### config.mk
export PLATFORM = sky130hd
export DESIGN_NAME = sift_out_serial_adder_ctrl_flat
export DESIGN_NICKNAME = d
export VERILOG_FILES = /design/src/rtl/sift_out_serial_adder_ctrl_pkg.sv /design/src/rtl/sift_out_serial_adder_ctrl_if.sv /design/src/rtl/sift_out_serial_adder_ctrl_chk.sv /design/src/rtl/sift_out_serial_adder_ctrl.sv /design/src/flat_wrapper.sv
export SDC_FILE = /design/constraint.sdc
export NUM_CORES = 1
export LEC_CHECK = 0
export CORE_MARGIN = 2
export CORE_UTILIZATION = 41
export CTS_CLUSTER_SIZE = 16
export DETAILED_ROUTE_END_ITERATION = 10
export PLACE_DENSITY = 0.74
export SYNTH_ARGS = -nofsm -noshare
export SYNTH_HDL_FRONTEND = slang
export SYNTH_SLANG_ARGS = --single-unit
### constraint.sdc
create_clock -name clk -period 1.5 [get_ports clk]
set_clock_uncertainty 0.2 [all_clocks]
set_input_delay 0.3 -clock clk [delete_from_list [all_inputs] [get_ports clk]]
set_output_delay 0.3 -clock clk [all_outputs]
set_load 0.05 [all_outputs]
### src/rtl/sift_out_serial_adder_ctrl_pkg.sv
// Shared types for the sift-out serial adder controller: FSM state encoding and default width.
package sift_out_pkg;

    localparam int SIFT_W_DEF = 8;

    typedef enum logic [1:0] {
        IDLE = 2'd0,
        RUN  = 2'd1,
        DONE = 2'd2
    } state_e;

endpackage

### src/rtl/sift_out_serial_adder_ctrl_if.sv
// Operand request / result handshake bundle between a host (master) and the serial adder controller (slave).
interface sift_out_serial_adder_ctrl_if
    import sift_out_pkg::*;
#(
    parameter int W = SIFT_W_DEF
);
    logic         s_valid;
    logic         s_ready;
    logic [W-1:0] s_a;
    logic [W-1:0] s_b;
    logic         s_cin;
    logic         m_valid;
    logic         m_ready;
    logic [W-1:0] m_sum;
    logic         m_cout;

    modport master (
        output s_valid, s_a, s_b, s_cin, m_ready,
        input  s_ready, m_valid, m_sum, m_cout
    );

    modport slave (
        input  s_valid, s_a, s_b, s_cin, m_ready,
        output s_ready, m_valid, m_sum, m_cout
    );

endinterface

### src/rtl/sift_out_serial_adder_ctrl_chk.sv
// Golden-sum checker (built only with SERIAL_ADD_CHECK_EN): flags a wrong serial result in DONE
// and counts mismatched results in a saturating 8-bit err_cnt, bumped on the result handshake.
module serial_add_checker #(
    parameter int W = 8
) (
    input  logic         clk,
    input  logic         rst_n,
    input  logic         load,
    input  logic [W-1:0] a,
    input  logic [W-1:0] b,
    input  logic         cin,
    input  logic         done,
    input  logic         ack,
    input  logic [W-1:0] sum,
    input  logic         cout,
    output logic         chk_err
);
    logic [W:0] golden;
    logic [7:0] err_cnt;

    assign chk_err = done && (golden != {cout, sum});

    always_ff @(posedge clk or negedge rst_n) begin
        if (!rst_n) begin
            golden  <= '0;
            err_cnt <= '0;
        end else begin
            if (load) begin
                golden <= {1'b0, a} + {1'b0, b} + {{W{1'b0}}, cin};
            end
            if (ack && chk_err && (err_cnt != 8'hFF)) begin
                err_cnt <= err_cnt + 8'd1;
            end
        end
    end

endmodule

### src/rtl/sift_out_serial_adder_ctrl.sv
// Bit-serial W-bit adder sequencer around one sift-out full-adder cell; W cycles accept-to-result,
// result held in DONE until m_ready, no new operand while busy. SERIAL_ADD_CHECK_EN adds a golden self-check.
module sift_out_serial_adder_ctrl
    import sift_out_pkg::*;
#(
    parameter int W = SIFT_W_DEF
) (
    input  logic                         clk,
    input  logic                         rst_n,
    sift_out_serial_adder_ctrl_if.slave  bus,
    output logic                         busy,
    input  logic                         fault_clr,
    output logic                         fa_in1,
    output logic                         fa_in2,
    output logic                         fa_cin,
    input  logic                         fa_sum,
    input  logic                         fa_cout,
    output logic                         fa_k,
    output logic                         chk_err
);
    localparam int CW = (W > 1) ? $clog2(W) : 1;
    localparam logic [CW-1:0] LAST = CW'(W - 1);

    state_e        state_q, state_d;
    logic [W-1:0]  a_sr, b_sr, res_sr;
    logic          carry_q;
    logic [CW-1:0] cnt_q;
    logic          rdy, vld, accept;

    always_comb begin
        state_d = state_q;
        rdy     = 1'b0;
        vld     = 1'b0;
        accept  = 1'b0;
        fa_in1  = 1'b0;
        fa_in2  = 1'b0;
        fa_cin  = 1'b0;
        fa_k    = 1'b0;
        case (state_q)
            IDLE: begin
                // A clear request wins over an operand offered in the same cycle.
                rdy    = !fault_clr;
                fa_k   = fault_clr;
                accept = bus.s_valid && !fault_clr;
                if (accept) state_d = RUN;
            end
            RUN: begin
                fa_in1 = a_sr[0];
                fa_in2 = b_sr[0];
                fa_cin = carry_q;
                if (cnt_q == LAST) state_d = DONE;
            end
            DONE: begin
                vld = 1'b1;
                if (bus.m_ready) state_d = IDLE;
            end
            default: state_d = IDLE;
        endcase
    end

    always_ff @(posedge clk or negedge rst_n) begin
        if (!rst_n) begin
            state_q <= IDLE;
            a_sr    <= '0;
            b_sr    <= '0;
            res_sr  <= '0;
            carry_q <= 1'b0;
            cnt_q   <= '0;
        end else begin
            state_q <= state_d;
            if (accept) begin
                a_sr    <= bus.s_a;
                b_sr    <= bus.s_b;
                carry_q <= bus.s_cin;
                cnt_q   <= '0;
            end else if (state_q == RUN) begin
                a_sr    <= a_sr >> 1;
                b_sr    <= b_sr >> 1;
                res_sr  <= {fa_sum, res_sr[W-1:1]};
                carry_q <= fa_cout;
                cnt_q   <= (cnt_q == LAST) ? '0 : cnt_q + 1'b1;
            end
        end
    end

    assign bus.s_ready = rdy;
    assign bus.m_valid = vld;
    assign bus.m_sum   = res_sr;
    // After the last RUN edge the carry register holds the carry out of bit W-1.
    assign bus.m_cout  = carry_q;
    assign busy        = (state_q != IDLE);

`ifdef SERIAL_ADD_CHECK_EN
    serial_add_checker #(.W(W)) u_chk (
        .clk     (clk),
        .rst_n   (rst_n),
        .load    (accept),
        .a       (bus.s_a),
        .b       (bus.s_b),
        .cin     (bus.s_cin),
        .done    (vld),
        .ack     (vld && bus.m_ready),
        .sum     (res_sr),
        .cout    (carry_q),
        .chk_err (chk_err)
    );
`else
    assign chk_err = 1'b0;
`endif

endmodule
### src/flat_wrapper.sv
// flat-port wrapper written by rule: the top's interface ports become plain ports
module sift_out_serial_adder_ctrl_flat import sift_out_pkg::*;
#(
    parameter int W = SIFT_W_DEF
)
  (clk, rst_n, busy, fault_clr, fa_in1, fa_in2, fa_cin, fa_sum, fa_cout, fa_k, chk_err, bus_s_valid, bus_s_a, bus_s_b, bus_s_cin, bus_m_ready, bus_s_ready, bus_m_valid, bus_m_sum, bus_m_cout);
  sift_out_serial_adder_ctrl_if #(.W(W)) bus_i ();
  input  logic clk;
  input  logic rst_n;
  output logic busy;
  input  logic fault_clr;
  output logic fa_in1;
  output logic fa_in2;
  output logic fa_cin;
  input  logic fa_sum;
  input  logic fa_cout;
  output logic fa_k;
  output logic chk_err;
  input wire logic [$bits(bus_i.s_valid)-1:0] bus_s_valid;
  input wire logic [$bits(bus_i.s_a)-1:0] bus_s_a;
  input wire logic [$bits(bus_i.s_b)-1:0] bus_s_b;
  input wire logic [$bits(bus_i.s_cin)-1:0] bus_s_cin;
  input wire logic [$bits(bus_i.m_ready)-1:0] bus_m_ready;
  output wire logic [$bits(bus_i.s_ready)-1:0] bus_s_ready;
  output wire logic [$bits(bus_i.m_valid)-1:0] bus_m_valid;
  output wire logic [$bits(bus_i.m_sum)-1:0] bus_m_sum;
  output wire logic [$bits(bus_i.m_cout)-1:0] bus_m_cout;
  assign bus_i.s_valid = bus_s_valid;
  assign bus_i.s_a = bus_s_a;
  assign bus_i.s_b = bus_s_b;
  assign bus_i.s_cin = bus_s_cin;
  assign bus_i.m_ready = bus_m_ready;
  assign bus_s_ready = bus_i.s_ready;
  assign bus_m_valid = bus_i.m_valid;
  assign bus_m_sum = bus_i.m_sum;
  assign bus_m_cout = bus_i.m_cout;
  sift_out_serial_adder_ctrl #(.W(W)) u_core (.clk(clk), .rst_n(rst_n), .bus(bus_i), .busy(busy), .fault_clr(fault_clr), .fa_in1(fa_in1), .fa_in2(fa_in2), .fa_cin(fa_cin), .fa_sum(fa_sum), .fa_cout(fa_cout), .fa_k(fa_k), .chk_err(chk_err));
endmodule
# Yosys cells after proc, flatten, opt, wreduce, memory -nomap -nowiden
# Cells that the tools add are included.
dict set report totals {
  output_inout_bits 17
  wordCells 41
  in_bits 24
  regBits 30
}
dict set report op_classes {
  add_sub_neg 1
  n_mux 20
  n_bitwise 1
  reduce_logical 7
  n_eq_ne 6
}
# cell count
set op_table {}
lappend op_table {{8-bit 2-to-1 mux} 4}
lappend op_table {{1-bit 2-to-1 mux} 9}
lappend op_table {{3-bit 2-to-1 mux} 3}
lappend op_table {{2-bit 2-to-1 mux} 3}
lappend op_table {{2-bit one-hot mux with 3 select lines} 1}
lappend op_table {{2-bit != test (second input constant)} 2}
lappend op_table {{2-bit nonzero test} 2}
lappend op_table {{3-bit by 1-bit adder with 3-bit output (second input constant)} 1}
lappend op_table {{3-bit == test (second input constant)} 1}
lappend op_table {{3-bit AND reduction} 1}
lappend op_table {{2-bit by 1-bit == test with 1-bit output (second input constant)} 1}
lappend op_table {{2-bit == test (second input constant)} 1}
lappend op_table {{2-bit logical NOT} 1}
lappend op_table {{2-bit by 1-bit != test with 1-bit output (second input constant)} 1}
lappend op_table {{2-bit AND reduction} 1}
lappend op_table {{1-bit logical AND} 1}
lappend op_table {{1-bit logical NOT} 1}
lappend op_table {{1-bit NOT} 1}

# Longest topological paths before layout
dict set report depth {
  ltp_word 5
  mapped_depth 5
  mapped_depth_nobuf 4
}

# Worst setup path before layout
# OpenSTA, ideal clock, no wires.
dict set report synth_timing {
  path_type {register -> output}
  from {register u_core.state_q[0]}
  to {output port bus_s_ready}
  path_buffers 0
  stages_incl_launch_ff 3
  path_slack_ns -0.522
  t_arrival_ns 1.522
  path_cell_list {dfrtp_1 -> or2_2 -> nor2_1}
}
dict set report synth_between {
  elab_chain_cells 2
}
# element line_no
set synth_rtl {}
lappend synth_rtl {{start: declaration} sift_out_serial_adder_ctrl.sv:24} ;# state_e state_q, state_d;
lappend synth_rtl {{start signal: assignment} sift_out_serial_adder_ctrl.sv:70} ;# state_q <= state_d;
lappend synth_rtl {{2-bit logical NOT} sift_out_serial_adder_ctrl.sv:39} ;# case (state_q)
lappend synth_rtl {{1-bit 2-to-1 mux} sift_out_serial_adder_ctrl.sv:39}
lappend synth_rtl {{end: declaration} flat_wrapper.sv:24} ;# output wire logic [$bits(bus_i.s_ready)-1:0] bus_s_ready;
# Every way passes these cells.

# Worst setup path in the final report
dict set report layout_timing {
  from {register u_core.state_q[1]}
  to {output port bus_s_ready}
}
# The elaborated chain is that of the path after synthesis.

==> results.py <==
metrics = {
    "job": {
        "drv_cap": 0,
    },
    "placement": {
        "place_area_um2": 2010,
        "place_congestion": 0.833,
        "dp_slack_ns": -0.598,
        "dp_hpwl_um": 2240,
        "port-buffer-count": 39,
    },
    "timing": {
        "fin_crit_ns": 1.91,
        "setup_violations": 37,
        "max_freq_mhz": 523,
        "finalWorstSetupSlack_ns": -0.413,
        "final_hold_viol_count": 0,
        "holdWs_ns": 0.110,
        "rsz0062_at_grt": "true",
        "slew_violations": 0,
        "fin_crit_sh_pct": 128,
        "fin_setup_tns_ns": -9.21,
    },
    "floorplanning": {
        "die_w_um": 61.6,
        "core_um2": 3100,
        "initial_core_util_pct": 43.8,
        "die_h_um": 61.6,
        "ioPinCount": 41,
        "rows": 20,
        "die-area_um2": 3790,
    },
    "power_and_ir_drop": {
        "p_seq_share_pct": 27.8,
        "p_switching_mw": 2.39,
        "p_total_mw": 5.42,
        "swShare_pct": 44.1,
        "powerDensity_nw_per_um2": 2260,
        "combPwrFrac_pct": 63.7,
        "p_leak_nw": 1.09,
        "pwr-share-clk_pct": 8.5,
        "internal-power_mw": 3.03,
        "vdd_drop_max_mv": 1.46,
    },
    "cells_and_area": {
        "design_area_um2": 2400,
        "mostFrequentLayoutCells": "nand2_1, dfrtp_1, clkdlybuf4s50_1",
        "layout-drive-gt1-share_pct": 37.3,
        "layout_commonest_cell": "nand2_1",
        "area_growth_pct": 76.4,
        "final_nets": 235,
        "diodes": 0,
        "fillers": 203,
    },
    "clocking": {
        "clk_latency_ns": 0.34,
        "root_buffer": "clkbuf_4",
        "cts_tree": "done",
        "numCtsBuffers": 5,
        "path_clk_slew_ns": 0.10,
        "clock-sinks": 30,
        "clock_path_buffers": 2,
        "htreeDepth": 2,
    },
    "critical_path": {
        "path_max_fanout": 5,
        "startpoint_type": "flip-flop",
        "path_class": "reg -> out",
        "worstPathRequired_ns": 1.00,
        "crit_family": "flip-flops",
        "slowest_delay_ns": 0.41,
        "critical_path_buf_inv_count": 2,
        "cp.arrival_ns": 1.41,
        "worstPathCellList": "buf_6, or2_4, nor2_4, buf_12",
        "slowest_stage": "dfrtp_1",
        "endpoint_kind": "output pin",
    },
    "global_route": {
        "grt_max_degree": 31,
        "grt_pass1_wl_um": 6590,
        "grt_overflow_total": 0,
        "grtUsageTotal_pct": 24.6,
        "antenna_found_initial": 0,
        "first_global_vias": 1389,
    },
    "logic_synthesis": {
        "yosys_warnings": 0,
        "synth_edf_count": 0,
        "async_reset_ff_share_pct": 100,
        "synth_flop_cell": "dfrtp_1",
        "synth_seq_cells": 30,
        "synth.largest_area_cell": "dfrtp_1",
        "syn_area_um2": 1360,
        "ys_seq_area_share_pct": 55.2,
        "syn-num-nets": 180,
        "ys_types": 25,
        "synthTopCellsByArea": "dfrtp_1, nand2_1, a31oi_1",
        "syn_area_per_cell_um2": 8.83,
        "synth_top_area_share_pct": 55.2,
        "syn_inst": 154,
    },
    "run_status": {
        "violations": "negative setup slack",
        "status": "finished with violations",
    },
    "routing": {
        "drt-initial-drc-count": 78,
        "drt_wl_total_um": 4140,
        "wl_per_cell_um": 16.4,
        "drt_pass1_iterations": 4,
        "vias_per_cell": 5.27,
        "antenna_left": 0,
        "vias": 1334,
        "drcViolationCount": 0,
    },
    "worst_hold_path": {
        "hold_class": "in -> async",
    },
}
-- power groups by stage --
stage / Sequential, mW / Combinational (mW) / Clock (mW)
final: 1.51 / 3.46 / 0.462
after global routing: 1.55 / 3.68 / 0.517
after CTS: 1.49 / 3.12 / 0.454
after detailed placement: 1.48 / 2.81 / 0
after global placement: 1.46 / 2.73 / 0
after floorplan: 1.75 / 1.29 / 0
-- per-layer routing --
layer	GRT usage, %	wire length [um]	vias up
met5	0	0	-
met4	7.90	144	0
met3	8.61	324	15
met2	42.9	2150	67
met1	28.2	1520	642
li1	-	-	610
-- synthesized netlist by cell type, types with 2 or more instances --
cell,count
a22oi_1,3
a31oi_1,12
and2_1,3
buf_1,2
buf_2,2
buf_6,3
clkbuf_1,3
dfrtp_1,30
ha_1,2
inv_1,2
nand2_1,59
nand3_1,7
nor2_1,14
-- logic make-up (layout without fill, tap and decap cells) --
kind of cell	after synthesis	after routing	share of synthesized area (%)
buf+inv	13	68	5.70
flops	30	30	55.2
other cells	1	1	0.276
compound gates	18	18	8.74
simple gates	90	90	28.2
fa+ha+maj	2	2	1.84
-- what timing repair did --
item                       CTS  global route
setup buffers                4             3
gates resized for setup     39            13
setup endpoints to repair   28            37
cloned                       3             0
pin swaps                   13             2
hold buffers                 0             0
-- layout make-up --
| cell class | instances | area [um^2] | share of cell area [%] |
|---|---|---|---|
| clock buffer | 5 | 37.5 | 1.56 |
| clock inverter | 2 | 10.0 | 0.417 |
| inverter | 2 | 7.51 | 0.313 |
| multi-input combinational | 111 | 737 | 30.7 |
| sequential | 30 | 751 | 31.3 |
| tap | 44 | 55.1 | 2.30 |
| timing repair buffer | 59 | 801 | 33.4 |
-- registers in the layout (all words and copies together) (netlist names) --
register	count
u_core.a_sr	8
u_core.b_sr	8
u_core.bus.m_sum	8
u_core.cnt_q	3
u_core.state_q	2
u_core.bus.m_cout	1
-- stage by stage --
| stage | std cells | utilization, % |
|---|---|---|
| after global routing | 253 | 77.3 |
| final | 253 | 77.3 |
| after CTS | 250 | 73.3 |
| after detailed placement | 236 | 64.8 |
| after floorplan | 154 | - |
| after global placement | 236 | 64.8 |
-- worst paths after layout --
kind                                               start                               to  slack (ns)  depth (start not counted)
setup reg to reg           u_core.state_q[0]$_DFFE_PN0P_      u_core.cnt_q[0]$_DFFE_PN0P_       -0.36                          6
min in group clk                                  fa_sum  u_core.bus.m_sum[7]$_DFFE_PN0P_        0.30                          3
max in group asynchronous                          rst_n      u_core.cnt_q[0]$_DFFE_PN0P_        0.81                          2
setup / recovery           u_core.state_q[1]$_DFFE_PN0P_                      bus_s_ready       -0.41                          4
hold reg to reg              u_core.cnt_q[0]$_DFFE_PN0P_      u_core.cnt_q[0]$_DFFE_PN0P_        0.32                          1
hold / removal                                     rst_n       u_core.a_sr[1]$_DFFE_PN0P_        0.11                          2
(Power assumes the default switching activity.)
